`src/rtl/muldiv_unit.sv`:
```
// Iterative multiply/divide unit: radix-2 shift-add multiply and restoring divide
// on operand magnitudes, followed by a single sign-correction cycle.
module muldiv_unit #(
  parameter int WIDTH = 32
) (
  input  logic             clk,
  input  logic             reset,
  input  logic             start,
  input  logic [2:0]       op,
  input  logic [WIDTH-1:0] a,
  input  logic [WIDTH-1:0] b,
  output logic             busy,
  output logic             done,
  output logic [WIDTH-1:0] result_lo,
  output logic [WIDTH-1:0] result_hi,
  output logic [3:0]       flags,
  output logic             div_zero
);

  localparam int CW = $clog2(WIDTH + 1);

  localparam logic [2:0] OP_MUL   = 3'b000;
  localparam logic [2:0] OP_UMULL = 3'b001;
  localparam logic [2:0] OP_SMULL = 3'b010;
  localparam logic [2:0] OP_UDIV  = 3'b100;
  localparam logic [2:0] OP_SDIV  = 3'b101;

  localparam logic [WIDTH-1:0] MOST_NEG = {1'b1, {(WIDTH-1){1'b0}}};

  typedef enum logic [1:0] {
    S_IDLE = 2'b00,
    S_CALC = 2'b01,
    S_FIX  = 2'b10,
    S_DONE = 2'b11
  } state_t;

  function automatic logic [WIDTH-1:0] neg_w(input logic [WIDTH-1:0] x);
    return (~x) + {{(WIDTH-1){1'b0}}, 1'b1};
  endfunction

  function automatic logic [WIDTH-1:0] mag_w(input logic [WIDTH-1:0] x, input logic sgn);
    logic [WIDTH-1:0] r;
    if (sgn && x[WIDTH-1]) r = neg_w(x);
    else                   r = x;
    return r;
  endfunction

  function automatic logic op_legal(input logic [2:0] o);
    logic r;
    case (o)
      OP_MUL, OP_UMULL, OP_SMULL, OP_UDIV, OP_SDIV: r = 1'b1;
      default:                                      r = 1'b0;
    endcase
    return r;
  endfunction

  state_t           state_q, state_d;
  logic [CW-1:0]    cnt_q, cnt_d;
  logic [2:0]       op_q, op_d;
  logic [WIDTH-1:0] hi_q, hi_d, lo_q, lo_d, mc_q, mc_d;
  logic             neg_q, neg_d, rneg_q, rneg_d, ovf_q, ovf_d, spec_q, spec_d;
  logic             busy_q, busy_d, done_q, done_d, dz_q, dz_d;
  logic [WIDTH-1:0] res_lo_q, res_lo_d, res_hi_q, res_hi_d;
  logic [3:0]       flags_q, flags_d;

  logic               accept_s, is_signed_s, special_s, geq_s;
  logic [WIDTH:0]     add_s, sh_s;
  logic [WIDTH-1:0]   sub_s, fin_lo_s, fin_hi_s;
  logic [2*WIDTH-1:0] prod_s, nprod_s;
  logic [3:0]         fin_flags_s;

  assign accept_s    = start && ((state_q == S_IDLE) || (state_q == S_DONE));
  assign is_signed_s = (op == OP_SMULL) || (op == OP_SDIV);
  assign special_s   = !op_legal(op) || (op[2] && (b == {WIDTH{1'b0}}));
  assign add_s   = {1'b0, hi_q} + (lo_q[0] ? {1'b0, mc_q} : {(WIDTH+1){1'b0}});
  assign sh_s    = {hi_q, lo_q[WIDTH-1]};
  assign geq_s   = (sh_s >= {1'b0, mc_q});
  assign sub_s   = sh_s[WIDTH-1:0] - mc_q;
  assign prod_s  = {hi_q, lo_q};
  assign nprod_s = (~prod_s) + {{(2*WIDTH-1){1'b0}}, 1'b1};

  // Final result selection with sign correction, evaluated during FIX
  always_comb begin
    fin_lo_s = {WIDTH{1'b0}};
    fin_hi_s = {WIDTH{1'b0}};
    if (spec_q) begin
      fin_hi_s = hi_q;
    end else begin
      case (op_q)
        OP_MUL:   fin_lo_s = lo_q;
        OP_UMULL: {fin_hi_s, fin_lo_s} = prod_s;
        OP_SMULL: {fin_hi_s, fin_lo_s} = neg_q ? nprod_s : prod_s;
        OP_UDIV:  begin fin_lo_s = lo_q; fin_hi_s = hi_q; end
        OP_SDIV:  begin
          fin_lo_s = neg_q  ? neg_w(lo_q) : lo_q;
          fin_hi_s = rneg_q ? neg_w(hi_q) : hi_q;
        end
        default:  fin_lo_s = {WIDTH{1'b0}};
      endcase
    end
    fin_flags_s[3] = ((op_q == OP_UMULL) || (op_q == OP_SMULL)) ? fin_hi_s[WIDTH-1]
                                                               : fin_lo_s[WIDTH-1];
    fin_flags_s[2] = (fin_lo_s == {WIDTH{1'b0}}) && (fin_hi_s == {WIDTH{1'b0}});
    fin_flags_s[1] = 1'b0;
    fin_flags_s[0] = ovf_q && !spec_q;
  end

  // Next-state, datapath iteration and output-register load
  always_comb begin
    state_d  = state_q;  cnt_d  = cnt_q;  op_d   = op_q;
    hi_d     = hi_q;     lo_d   = lo_q;   mc_d   = mc_q;
    neg_d    = neg_q;    rneg_d = rneg_q; ovf_d  = ovf_q; spec_d = spec_q;
    done_d   = 1'b0;     dz_d   = dz_q;
    res_lo_d = res_lo_q; res_hi_d = res_hi_q; flags_d = flags_q;
    if (accept_s) begin
      op_d    = op;
      flags_d = 4'b0000;
      dz_d    = 1'b0;
      neg_d   = is_signed_s && (a[WIDTH-1] ^ b[WIDTH-1]);
      rneg_d  = (op == OP_SDIV) && a[WIDTH-1];
      ovf_d   = (op == OP_SDIV) && (a == MOST_NEG) && (b == {WIDTH{1'b1}});
      spec_d  = special_s;
      if (special_s) begin
        // Two FIX cycles keep zero-divide/illegal timing at three edges
        state_d = S_FIX;
        cnt_d   = CW'(1);
        hi_d    = op_legal(op) ? a : {WIDTH{1'b0}};
        lo_d    = {WIDTH{1'b0}};
      end else begin
        state_d = S_CALC;
        cnt_d   = CW'(WIDTH - 1);
        hi_d    = {WIDTH{1'b0}};
        if (op[2]) begin
          lo_d = mag_w(a, is_signed_s);
          mc_d = mag_w(b, is_signed_s);
        end else begin
          lo_d = mag_w(b, is_signed_s);
          mc_d = mag_w(a, is_signed_s);
        end
      end
    end else begin
      case (state_q)
        S_IDLE: state_d = S_IDLE;
        S_CALC: begin
          if (op_q[2]) begin
            if (geq_s) begin
              hi_d = sub_s;
              lo_d = {lo_q[WIDTH-2:0], 1'b1};
            end else begin
              hi_d = sh_s[WIDTH-1:0];
              lo_d = {lo_q[WIDTH-2:0], 1'b0};
            end
          end else begin
            hi_d = add_s[WIDTH:1];
            lo_d = {add_s[0], lo_q[WIDTH-1:1]};
          end
          if (cnt_q == {CW{1'b0}}) state_d = S_FIX;
          else                     cnt_d   = cnt_q - CW'(1);
        end
        S_FIX: begin
          if (cnt_q != {CW{1'b0}}) begin
            cnt_d = cnt_q - CW'(1);
          end else begin
            state_d  = S_DONE;
            done_d   = 1'b1;
            res_lo_d = fin_lo_s;
            res_hi_d = fin_hi_s;
            flags_d  = fin_flags_s;
            dz_d     = spec_q && op_legal(op_q);
          end
        end
        S_DONE:  state_d = S_IDLE;
        default: state_d = S_IDLE;
      endcase
    end
    busy_d = (state_d == S_CALC) || (state_d == S_FIX);
  end

  // State and output registers with asynchronous active-low reset
  always_ff @(posedge clk or negedge reset) begin
    if (!reset) begin
      state_q  <= S_IDLE;        cnt_q    <= {CW{1'b0}};     op_q   <= 3'b000;
      hi_q     <= {WIDTH{1'b0}}; lo_q     <= {WIDTH{1'b0}};  mc_q   <= {WIDTH{1'b0}};
      neg_q    <= 1'b0;          rneg_q   <= 1'b0;           ovf_q  <= 1'b0;
      spec_q   <= 1'b0;          busy_q   <= 1'b0;           done_q <= 1'b0;
      dz_q     <= 1'b0;          res_lo_q <= {WIDTH{1'b0}};  res_hi_q <= {WIDTH{1'b0}};
      flags_q  <= 4'b0000;
    end else begin
      state_q  <= state_d;       cnt_q    <= cnt_d;          op_q   <= op_d;
      hi_q     <= hi_d;          lo_q     <= lo_d;           mc_q   <= mc_d;
      neg_q    <= neg_d;         rneg_q   <= rneg_d;         ovf_q  <= ovf_d;
      spec_q   <= spec_d;        busy_q   <= busy_d;         done_q <= done_d;
      dz_q     <= dz_d;          res_lo_q <= res_lo_d;       res_hi_q <= res_hi_d;
      flags_q  <= flags_d;
    end
  end

  assign busy      = busy_q;
  assign done      = done_q;
  assign result_lo = res_lo_q;
  assign result_hi = res_hi_q;
  assign flags     = flags_q;
  assign div_zero  = dz_q;

endmodule
```
`config.mk`:
```
export PLATFORM = sky130hd
export DESIGN_NAME = muldiv_unit
export DESIGN_NICKNAME = d
export VERILOG_FILES = /design/src/rtl/muldiv_unit.sv
export SDC_FILE = /design/constraint.sdc
export NUM_CORES = 1
export LEC_CHECK = 0
export CORE_ASPECT_RATIO = 1.1
export CORE_MARGIN = 3
export CORE_UTILIZATION = 40
export DETAILED_ROUTE_END_ITERATION = 7
export SYNTH_ARGS = -nofsm -noshare
export SYNTH_HDL_FRONTEND = slang
export SYNTH_SLANG_ARGS = --single-unit
```
`constraint.sdc`:
```
create_clock -name clk -period 4.1 [get_ports clk]
set_input_delay 0.41 -clock clk [delete_from_list [all_inputs] [get_ports clk]]
set_output_delay 0.41 -clock clk [all_outputs]
set_load 0.02 [all_outputs]
```
==> impl_metrics.toml <==
[power_and_ir_drop]
p_sw_mw = 8.76
total_power_mw = 16.7
ir_worst_vdd_v = 0.000447
cell_internal_pwr_mw = 7.97
p_leak_nw = 8.41
comb_power_share_pct = 71.8
pwr-share-clk_pct = 9.8
p_per_area_nw_per_um2 = 817
swShare_pct = 52.4
share_seq_of_total_power_pct = 18.4

[routing]
finalWirelength_um = 71400
vias_per_cell = 6.16
route.met3.wl_um = 4860
wl_per_cell_um = 23.8
met2_length_um = 32700
firstDrtPassIters = 5
drc_errors = 0
ant_nets = 0
drtIter0Drc = 1721
highest_layer = "met4"
m1WireLength_um = 30400
vias = 18477

[timing]
fmax_mhz = 257
setup_violations = 0
slew_headroom_pct = 27.4
period_needed_ns = 3.89
setup_tns_ns = 0
period_share_pct = 94.9
finalHoldViolations = 0
rsz0062_at_grt = "no"
finClkSkew_ns = 0.0174
maxSlewViolCount = 0
tightest_slew_ns = 1.09

[clocking]
postCtsHoldBufs = 0
cts_tree = "built"
cts_sinks = 181
insertion_delay_ns = 0.47
cts_max_level = 4
path_clk_slew_ns = 0.08
clock_path_buffers = 2
numCtsBuffers = 17
cts_root_buf = "clkbuf_16"

[critical_path]
path_class = "reg2reg"
r2r_setup_slack_ns = 0.21
cp_slowest_cell = "dfrtp_1"
start_kind = "register"
cp.arrival_ns = 4.28
setup.worst_path.end_class = "register"
cp_max_fo = 22
r2r-end = "hi_q[29]"
crit_chain = "inv_1 -> buf_12 -> nor2_1 -> ha_1 -> nor2b_1 -> o31ai_1 -> a21oi_1 -> a211oi_1 -> buf_4 -> o21a_1 -> nor3b_2 -> o21ai_0 -> xnor2_1 -> a22oi_1 -> a21oi_1"
cpPeakStageDelay_ns = 0.46
required_ns = 4.49
cp_common_cell = "a21oi_1"
r2r-start = "lo_q[0]"
reg2reg_depth = 15

[grt]
grt_pass1_wl_um = 107000
antenna_found_initial = 0
grt-ovfl-total = 0
gr-usage-all-layers_pct = 31.2
grt_max_degree = 102
grt_pass1_vias = 17574

[die]
floorplan.die.width_um = 202
top_level_ports = 141
core_um2 = 41500
dieHeight_um = 221
die_area_um2 = 44700
rows = 78
start_util_pct = 40.7

[yosys]
synthAdderAreaFrac_pct = 5.65
synth-seq-cells = 181
yosysTopAreaCell = "dfrtp_1"
synth_top_area_share_pct = 26.9
synth-seq-area-share_pct = 26.9
synthCells = 2231
synthTopCellsByCount = "278 x nand2_1, 216 x nor2_1, 196 x o21ai_0"
yosysWarnings = 0
synth.most_common_cell = "nand2_1"
synth_enable_flop_cells = 0
synth_area_per_cell_um2 = 7.56
ys_types = 86
synth_area_leaders = "dfrtp_1 27%, nand2_1 6.2%, o21ai_0 5.8%"
synth_top_family_by_area = "compound AO/OA/AOI/OAI gates"
synth_nets = 2376
synth_compound_area_share_pct = 27.3
synthFlopType = "dfrtp_1"
synth-async-reset-ratio_pct = 100
synth-simple-area-share_pct = 23.0
synth-xor-area-share_pct = 7.32
synthMuxAreaShare_pct = 4.78
syn-cell-area_um2 = 16900

[cells_and_area]
drive_gt1_share_pct = 12.0
nets = 2572
syn_to_final_growth_pct = 21.4
fillers = 4187
n_antenna_cell = 0
fin_util_pct = 49.4

[placed_design]
place.gp.congestion = 1.00
io_buffers = 139
dp.final_hpwl_um = 56700

[min_path]
hold_path_class = "in2async"

[outcome]
status = "finished clean"

[job]
cap_violations = 0
-- routing by layer --
layer | track usage (%) | up-vias
met5 | 0 | -
met4 | 13.5 | 0
met3 | 4.15 | 156
met2 | 50.7 | 863
met1 | 41.6 | 8911
li1 | - | 8547
-- cell usage in the layout, fill, tap and decap left out, types with 49 or more instances in the layout --
master	synthesis	final
nand2_1	278	277
nor2_1	216	215
o21ai_0	196	195
a21oi_1	193	193
dfrtp_1	181	180
buf_4	1	176
clkdlybuf4s50_1	0	137
xnor2_1	83	83
inv_1	75	75
ha_1	73	72
xor2_1	58	58
mux2i_1	49	49
-- what timing repair did --
item / CTS / global route
setup buffers: 0 / 0
setup endpoints to repair: 1 / 5
gates cloned: 0 / 0
endpoints found under the hold margin: 0 / 0
gates resized for setup: 1 / 4
-- logic make-up (layout without fill, tap and decap cells) --
family                   count (synthesis)  in the layout
multiplexers                            77             77
buffers and inverters                  222            431
XOR/XNOR                               141            141
AND/OR/NAND/NOR                        808            808
other                                    1              1
AO/OA/AOI/OAI                          726            726
flip-flops                             181            181
adder cells (fa/ha/maj)                 75             75
-- metrics by stage --
step / setup slack (ns) / hold WS (ns) / instance area, um^2 / instances
after floorplan: 0.504 / 0.114 / 16900 / 2231
after global placement: -0.342 / 0.461 / 19900 / 2968
after detailed placement: -0.327 / 0.463 / 19900 / 2968
after CTS: 0.0107 / 0.0611 / 20500 / 3000
after global routing: 0.00198 / 0.0705 / 20500 / 3000
final: 0.208 / 0.0205 / 20500 / 3000
-- power by group through the flow --
stage / registers [mW] / logic [mW] / clock network (mW)
2_1_floorplan: 2.93 / 7.66 / 0
3_3_place_gp: 3.06 / 11.6 / 0
6_report: 3.08 / 12.0 / 1.64
5_1_grt: 3.14 / 13.0 / 1.73
3_5_place_dp: 3.08 / 11.7 / 0
4_1_cts: 3.05 / 11.8 / 1.66
-- sequential cells by signal, summed over array words and instances, names as in the netlist --
register and cells:
hi_q 32, lo_q 32, mc_q 32, result_hi 32, result_lo 32, cnt_q 6, flags 3, op_q 3
state_q 2, busy 1, div_zero 1, done 1, neg_q 1, ovf_q 1, rneg_q 1, spec_q 1
-- final cells by class --
cell class / count / area [um^2] / area share, %
Clock buffer: 18 / 429 / 2.10
Clock inverter: 14 / 145 / 0.709
Inverter: 78 / 293 / 1.43
Multi-Input combinational cell: 1828 / 11500 / 56.4
Sequential cell: 181 / 4530 / 22.1
Tap cell: 560 / 701 / 3.42
Timing Repair Buffer: 321 / 2830 / 13.8
-- critical path: cells and delay by family (launching register included) --
| kind | cells | cell delay [ns] |
|---|---|---|
| adders and majority gates | 1 | 0.34 |
| buffers and inverters | 3 | 0.65 |
| xor gates and xnor gates | 1 | 0.18 |
| DFF | 1 | 0.46 |
| and+or+nand+nor | 3 | 0.32 |
| AOI/OAI and AO/OA | 7 | 1.86 |
-- worst max path at each step --
stage | from | endpoint | slack, ns | cells past startpoint
after global routing | lo_q[0] | hi_q[29] | 0.002 | 15
after floorplan | lo_q[4] | flags[2] | 0.50 | 13
after global placement | lo_q[29] | flags[2] | -0.34 | 11
after CTS | lo_q[29] | flags[2] | 0.01 | 11
after detailed placement | lo_q[29] | flags[2] | -0.33 | 11
final | lo_q[0] | hi_q[29] | 0.21 | 15
No activity file was read; power rests on OpenSTA's default activity.
